===== src/rtl/riscv_m_pkg.sv =====
// Shared RV32M definitions: funct3 codes, unit FSM encoding and constants.
package riscv_m_pkg;

  localparam logic [2:0] F3_MUL    = 3'b000;
  localparam logic [2:0] F3_MULH   = 3'b001;
  localparam logic [2:0] F3_MULHSU = 3'b010;
  localparam logic [2:0] F3_MULHU  = 3'b011;
  localparam logic [2:0] F3_DIV    = 3'b100;
  localparam logic [2:0] F3_DIVU   = 3'b101;
  localparam logic [2:0] F3_REM    = 3'b110;
  localparam logic [2:0] F3_REMU   = 3'b111;

  localparam logic [31:0] XLEN_ONES = 32'hFFFF_FFFF;
  localparam logic [31:0] XLEN_MIN  = 32'h8000_0000;

  typedef enum logic [1:0] {
    ST_IDLE = 2'd0,
    ST_CALC = 2'd1,
    ST_DONE = 2'd2
  } state_t;

endpackage


===== src/rtl/muldiv_datapath.sv =====
// Accumulator, radix-2 shift-add / restoring-divide step and sign fix-up.
module muldiv_datapath
  import riscv_m_pkg::*;
(
  input  logic        clk,
  input  logic        rst_n,
  input  logic        load,
  input  logic        step,
  input  logic [2:0]  funct3,
  input  logic [31:0] op_a,
  input  logic [31:0] op_b,
  output logic        special_c,
  output logic [31:0] result_c
);

  logic [2:0]  f3_q;
  logic [63:0] acc_q;
  logic [31:0] oper_q;
  logic        neg_q;
  logic        spec_q;
  logic [31:0] spec_val_q;

  logic        sign_a, sign_b;
  logic [31:0] mag_a, mag_b;
  logic [31:0] spec_val;
  logic [32:0] mul_sum, div_shift, div_diff;
  logic [63:0] acc_next, mul_p;
  logic [31:0] quo, rem;

  // Operand signs/magnitudes and the cases that skip iteration entirely.
  always_comb begin
    sign_a    = (funct3 != F3_MULHU) && (funct3 != F3_DIVU) && (funct3 != F3_REMU) && op_a[31];
    sign_b    = ((funct3 == F3_MUL) || (funct3 == F3_MULH) || (funct3 == F3_DIV) ||
                 (funct3 == F3_REM)) && op_b[31];
    mag_a     = sign_a ? 32'(-op_a) : op_a;
    mag_b     = sign_b ? 32'(-op_b) : op_b;
    special_c = 1'b0;
    spec_val  = '0;
    if (funct3[2] && (op_b == '0)) begin
      special_c = 1'b1;
      spec_val  = funct3[1] ? op_a : XLEN_ONES;
    end else if (((funct3 == F3_DIV) || (funct3 == F3_REM)) &&
                 (op_a == XLEN_MIN) && (op_b == XLEN_ONES)) begin
      special_c = 1'b1;
      spec_val  = funct3[1] ? 32'h0 : XLEN_MIN;
    end
  end

  // Multiply keeps the multiplier in acc[31:0]; divide keeps dividend/quotient there.
  always_comb begin
    mul_sum   = {1'b0, acc_q[63:32]} + {1'b0, (acc_q[0] ? oper_q : 32'h0)};
    div_shift = {acc_q[63:32], acc_q[31]};
    div_diff  = div_shift - {1'b0, oper_q};
    if (f3_q[2]) begin
      acc_next = div_diff[32] ? {div_shift[31:0], acc_q[30:0], 1'b0}
                              : {div_diff[31:0], acc_q[30:0], 1'b1};
    end else begin
      acc_next = {mul_sum, acc_q[31:1]};
    end
  end

  always_comb begin
    mul_p = neg_q ? 64'(-acc_q) : acc_q;
    quo   = neg_q ? 32'(-acc_q[31:0]) : acc_q[31:0];
    rem   = neg_q ? 32'(-acc_q[63:32]) : acc_q[63:32];
    if (spec_q) begin
      result_c = spec_val_q;
    end else if (!f3_q[2]) begin
      result_c = (f3_q == F3_MUL) ? mul_p[31:0] : mul_p[63:32];
    end else begin
      result_c = f3_q[1] ? rem : quo;
    end
  end

  always_ff @(posedge clk) begin
    if (!rst_n) begin
      f3_q       <= '0;
      acc_q      <= '0;
      oper_q     <= '0;
      neg_q      <= 1'b0;
      spec_q     <= 1'b0;
      spec_val_q <= '0;
    end else if (load) begin
      f3_q       <= funct3;
      spec_q     <= special_c;
      spec_val_q <= spec_val;
      neg_q      <= (funct3[2] && funct3[1]) ? sign_a : (sign_a ^ sign_b);
      if (funct3[2]) begin
        acc_q  <= {32'h0, mag_a};
        oper_q <= mag_b;
      end else begin
        acc_q  <= {32'h0, mag_b};
        oper_q <= mag_a;
      end
    end else if (step) begin
      acc_q <= acc_next;
    end
  end

endmodule


===== src/rtl/riscv_muldiv_unit.sv =====
// Iterative RV32M multiply/divide unit with a one-cycle register-file writeback.
module riscv_muldiv_unit
  import riscv_m_pkg::*;
#(
  parameter int unsigned XLEN   = 32,
  parameter int unsigned ITER_W = 6
) (
  input  logic            clk,
  input  logic            rst_n,
  input  logic            start,
  input  logic            kill,
  input  logic [2:0]      funct3,
  input  logic [XLEN-1:0] op_a,
  input  logic [XLEN-1:0] op_b,
  input  logic [4:0]      rd_addr,
  output logic            busy,
  output logic            wb_enable,
  output logic [4:0]      wb_addr,
  output logic [XLEN-1:0] wb_data
);

  state_t            state_q, state_d;
  logic [ITER_W-1:0] cnt_q, cnt_d;
  logic [4:0]        rd_q, rd_d;
  logic              busy_d, wbe_d;
  logic [4:0]        wb_addr_d;
  logic [XLEN-1:0]   wb_data_d;
  logic              load_c, step_c, special_c;
  logic [XLEN-1:0]   result_c;

  muldiv_datapath u_dp (
    .clk       (clk),
    .rst_n     (rst_n),
    .load      (load_c),
    .step      (step_c),
    .funct3    (funct3),
    .op_a      (op_a),
    .op_b      (op_b),
    .special_c (special_c),
    .result_c  (result_c)
  );

  // Next-state and registered-output logic; kill always wins over progress.
  always_comb begin
    state_d   = state_q;
    cnt_d     = cnt_q;
    rd_d      = rd_q;
    wbe_d     = 1'b0;
    wb_addr_d = wb_addr;
    wb_data_d = wb_data;
    load_c    = 1'b0;
    step_c    = 1'b0;
    unique case (state_q)
      ST_IDLE: begin
        if (start && !kill) begin
          load_c  = 1'b1;
          rd_d    = rd_addr;
          cnt_d   = '0;
          state_d = special_c ? ST_DONE : ST_CALC;
        end
      end
      ST_CALC: begin
        if (kill) begin
          state_d = ST_IDLE;
        end else begin
          step_c = 1'b1;
          cnt_d  = cnt_q + ITER_W'(1);
          if (cnt_q == ITER_W'(31)) state_d = ST_DONE;
        end
      end
      ST_DONE: begin
        state_d = ST_IDLE;
        if (!kill && (rd_q != 5'd0)) begin
          wbe_d     = 1'b1;
          wb_addr_d = rd_q;
          wb_data_d = result_c;
        end
      end
      default: state_d = ST_IDLE;
    endcase
    busy_d = (state_d != ST_IDLE);
  end

  always_ff @(posedge clk) begin
    if (!rst_n) begin
      state_q   <= ST_IDLE;
      cnt_q     <= '0;
      rd_q      <= '0;
      busy      <= 1'b0;
      wb_enable <= 1'b0;
      wb_addr   <= '0;
      wb_data   <= '0;
    end else begin
      state_q   <= state_d;
      cnt_q     <= cnt_d;
      rd_q      <= rd_d;
      busy      <= busy_d;
      wb_enable <= wbe_d;
      wb_addr   <= wb_addr_d;
      wb_data   <= wb_data_d;
    end
  end

endmodule


===== config.mk =====
export PLATFORM = sky130hd
export DESIGN_NAME = riscv_muldiv_unit
export DESIGN_NICKNAME = d
export VERILOG_FILES = /design/src/rtl/riscv_m_pkg.sv /design/src/rtl/muldiv_datapath.sv /design/src/rtl/riscv_muldiv_unit.sv
export SDC_FILE = /design/constraint.sdc
export NUM_CORES = 1
export LEC_CHECK = 0
export BUFFER_PORTS_ARGS = -buffer_cell sky130_fd_sc_hd__buf_2
export CORE_MARGIN = 1
export CORE_UTILIZATION = 35
export CTS_BUF_LIST = sky130_fd_sc_hd__clkbuf_4
export CTS_CLUSTER_DIAMETER = 50
export CTS_CLUSTER_SIZE = 30
export DETAILED_ROUTE_END_ITERATION = 10
export GPL_TIMING_DRIVEN = 0
export PLACE_DENSITY = 0.57
export SYNTH_ARGS = -nofsm -noshare
export SYNTH_HDL_FRONTEND = slang
export SYNTH_SLANG_ARGS = --single-unit

===== constraint.sdc =====
create_clock -name clk -period 3.3 [get_ports clk]
set_input_delay 0.495 -clock clk [delete_from_list [all_inputs] [get_ports clk]]
set_output_delay 0.495 -clock clk [all_outputs]
set_load 0.005 [all_outputs]

==> flow_metrics.env <==
export IMPL_cp_start_kind="flip-flop"
export IMPL_whs_path_depth=3
export IMPL_drt_vias_per_instance=6.10
export IMPL_synth_area_per_cell_um2=7.08
export IMPL_period_needed_ns=3.38
export IMPL_status="finished, violations left"
export IMPL_ys_warn_count=0
export IMPL_worstSkewPairLatency_ns=0.68
export IMPL_finalPower_mw=5.84
export IMPL_r2r_cells=11
export IMPL_place_area_um2=17700
export IMPL_synth_seq_cells=185
export IMPL_synth_nets=2465
export IMPL_grt_pass1_wl_mm=114
export IMPL_wire_per_inst_um=25.3
export IMPL_relSlewSlack_pct=14.4
export IMPL_synth_edff_count=0
export IMPL_reg2reg_from="u_dp.acc_q[2]"
export IMPL_clock_skew_ns=0.0337
export IMPL_n_fill_cell=4819
export IMPL_worstPathMaxFanout=5
export IMPL_worst_slack_ns=-0.0849
export IMPL_finalHoldViolations=0
export IMPL_start_util_pct=35.8
export IMPL_drc=0
export IMPL_yosysSeqAreaShare_pct=22.6
export IMPL_coreArea_um2=45800
export IMPL_worst_hold_path_endpoint="rd_q[1]"
export IMPL_ff2ff_setup_slack_ns=-0.08
export IMPL_routed_via_count=18900
export IMPL_ant_nets=0
export IMPL_synthFlopType="dfxtp_1"
export IMPL_hold_class="input port to flip-flop"
export IMPL_reg2reg_to="wb_data[29]"
export IMPL_first_pass_iters=8
export IMPL_grt_overflow_total=0
export IMPL_synth_cell_area_um2=16400
export IMPL_antenna_found_initial=2
export IMPL_grtUsageTotal_pct=32.2
export IMPL_cts_tree="yes"
export IMPL_finalMaxSlewViolations=0
export IMPL_placedCellCount=3028
export IMPL_power_leakage_nw=7.41
export IMPL_die_w_um=218
export IMPL_cp_data_arrival_time_ns=3.94
export IMPL_cts_buffer_depth=2
export IMPL_critPathKind="flip-flop to flip-flop"
export IMPL_htree_levels=4
export IMPL_postLayoutCoreUtil_pct=41.5
export IMPL_final_area_um2=19000
export IMPL_die_area_um2=47700
export IMPL_grt_setup_unrepaired="yes"
export IMPL_root_buffer="clkbuf_4"
export IMPL_cts_buffers=17
export IMPL_synth_top_cell_area_share_pct=22.6
export IMPL_yosysTopAreaCell="dfxtp_1"
export IMPL_dp_hpwl_mm=62.8
export IMPL_rows=78
export IMPL_endpoint_kind="flip-flop"
export IMPL_pin_count=115
export IMPL_startpoint="u_dp.acc_q[2]"
export IMPL_hold_slack_ns=0.0494
export IMPL_die_h_um=218
export IMPL_grt_max_degree=19
export IMPL_cts_sink_count=185
export IMPL_maxCapViolations=0
export IMPL_p_per_area_nw_per_um2=307
export IMPL_violations="setup timing"
export IMPL_syn_inst=2317
export IMPL_drtIter0Drc=2069
export IMPL_port_buffers=110
export IMPL_worst_pin_slew_ns=1.28
export IMPL_syn2layout_area_growth_pct=15.9
export IMPL_grt_pass1_vias=17400
export IMPL_place_gp_congestion=1.05
export IMPL_finalCritPeriodShare_pct=103
export IMPL_setup_violations=1
export IMPL_worstPathRequired_ns=3.86
export IMPL_fin_nets=2632
export IMPL_drt_total_wl_mm=78.4
export IMPL_clock_fmax_mhz=295
export IMPL_hold_path_startpoint="rd_addr[1]"
export IMPL_finalNonFillerCells=3099
export IMPL_drive_gt1_share_pct=13.6
export IMPL_ir_drop_v=0.000204
export IMPL_post_synth_num_cell_types=80
export IMPL_synth_area_leaders="dfxtp_1 23%, nand2_1 6.8%, a21oi_1 6.3%, o21ai_0 6.0%, ha_1 5.3%"
export IMPL_clkTransAtPathRegs_ns=0.17
export IMPL_synthArstFlopShare_pct=0
[critical path: stages, from the launching register on]
cell      delay [ns]
dfxtp_2         0.35
buf_6           0.12
or3_4           0.40
or3_4           0.38
or4_4           0.44
buf_8           0.15
or3b_4          0.37
or3_4           0.41
o21ai_4         0.18
xor2_2          0.21
a31oi_1         0.10
a21boi_2        0.16
[area by class of cell]
| class | count | area (µm²) | share of cell area [%] |
|---|---|---|---|
| Antenna cell | 2 | 5.00 | 0.0263 |
| Multi-Input combinational cell | 1886 | 12400 | 65.2 |
| Clock buffer | 17 | 128 | 0.671 |
| Sequential cell | 185 | 3730 | 19.6 |
| Clock inverter | 15 | 133 | 0.697 |
| Buffer | 163 | 672 | 3.53 |
| Inverter | 71 | 274 | 1.44 |
| Tap cell | 600 | 751 | 3.95 |
| Timing Repair Buffer | 160 | 926 | 4.87 |
[per-layer routing]
| metal | track usage [%] | part of all wire (%) | vias to the layer above | wire (µm) |
|---|---|---|---|---|
| met5 | 0 | 0 | - | 0 |
| met4 | 12.8 | 4.2 | 0 | 3320 |
| met3 | 6.12 | 8.4 | 162 | 6580 |
| met2 | 49.4 | 43 | 895 | 34000 |
| met1 | 44.1 | 44 | 9135 | 34600 |
| li1 | - | - | 8710 | - |
[cell usage in the layout (no fill, tap or decap), types with 43 or more instances in the layout]
cell type / netlist / final
xor2_1: 97 / 96
ha_1: 70 / 61
nand2_1: 298 / 293
mux2i_1: 57 / 56
nor3_1: 48 / 43
buf_2: 3 / 113
nor2_1: 205 / 197
clkbuf_1: 160 / 136
dfxtp_1: 185 / 172
buf_4: 1 / 50
inv_1: 69 / 67
o211ai_1: 58 / 58
o21ai_0: 198 / 187
xnor2_1: 93 / 93
a21oi_1: 208 / 201
[Yosys cell counts, types with 21 or more instances]
master	count
a211oi_1	36
a21o_1	22
a21oi_1	208
a22oi_1	21
and3_1	23
clkbuf_1	160
dfxtp_1	185
ha_1	70
inv_1	69
mux2i_1	57
nand2_1	298
nand2b_1	21
nand3_1	41
nand4_1	23
nor2_1	205
nor2b_1	40
nor3_1	48
o211ai_1	58
o21ai_0	198
o31ai_1	33
or3_1	36
xnor2_1	93
xor2_1	97
[cell families (layout without fill, tap and decap cells)]
family	count (synthesis)	count (layout)	synth area share, %
AND/OR/NAND/NOR	822	822	23.6
multiplexers	62	62	4.03
XOR/XNOR	190	190	10.1
flip-flops	185	185	22.6
AO/OA/AOI/OAI	740	740	28.4
buffers and inverters	246	426	5.68
adder cells (fa/ha/maj)	72	72	5.58
other	0	2	0
[where the power goes]
part	total, mW	switching [mW]	internal (mW)
sequential	2.38	0.0802	2.30
clock	1.30	0.970	0.330
combinational	2.16	1.42	0.746
[what timing repair did]
action / 4_1_cts / 5_1_grt
hold buffers: 1 / 0
endpoints found under the hold margin: 1 / 0
buffers inserted: 21 / 27
setup endpoints to repair: 64 / 63
pin swaps: 13 / 35
resized for setup: 87 / 101
[through the flow]
step	TNS, ns	setup WS, ns
after floorplan	0	0.137
after global placement	-53.90	-1.39
after detailed placement	-51.77	-1.36
after CTS	-0.236	-0.152
after global routing	-0.181	-0.128
final	-0.0849	-0.0849
[state kept, by name (all words and copies together), names as in the netlist, 2 cells and up]
signal	cells
cnt_q	6
rd_q	5
state_q	2
u_dp.acc_q	64
u_dp.f3_q	3
u_dp.oper_q	32
u_dp.spec_val_q	32
wb_addr	5
wb_data	32
[worst max path at each step]
stage,cells past startpoint,end
after floorplan,13,u_dp.acc_q[57]
after global placement,11,wb_data[12]
after detailed placement,11,wb_data[12]
after CTS,11,wb_data[29]
after global routing,11,wb_data[29]
final,11,wb_data[29]
Power figures use the tool's default switching activity.
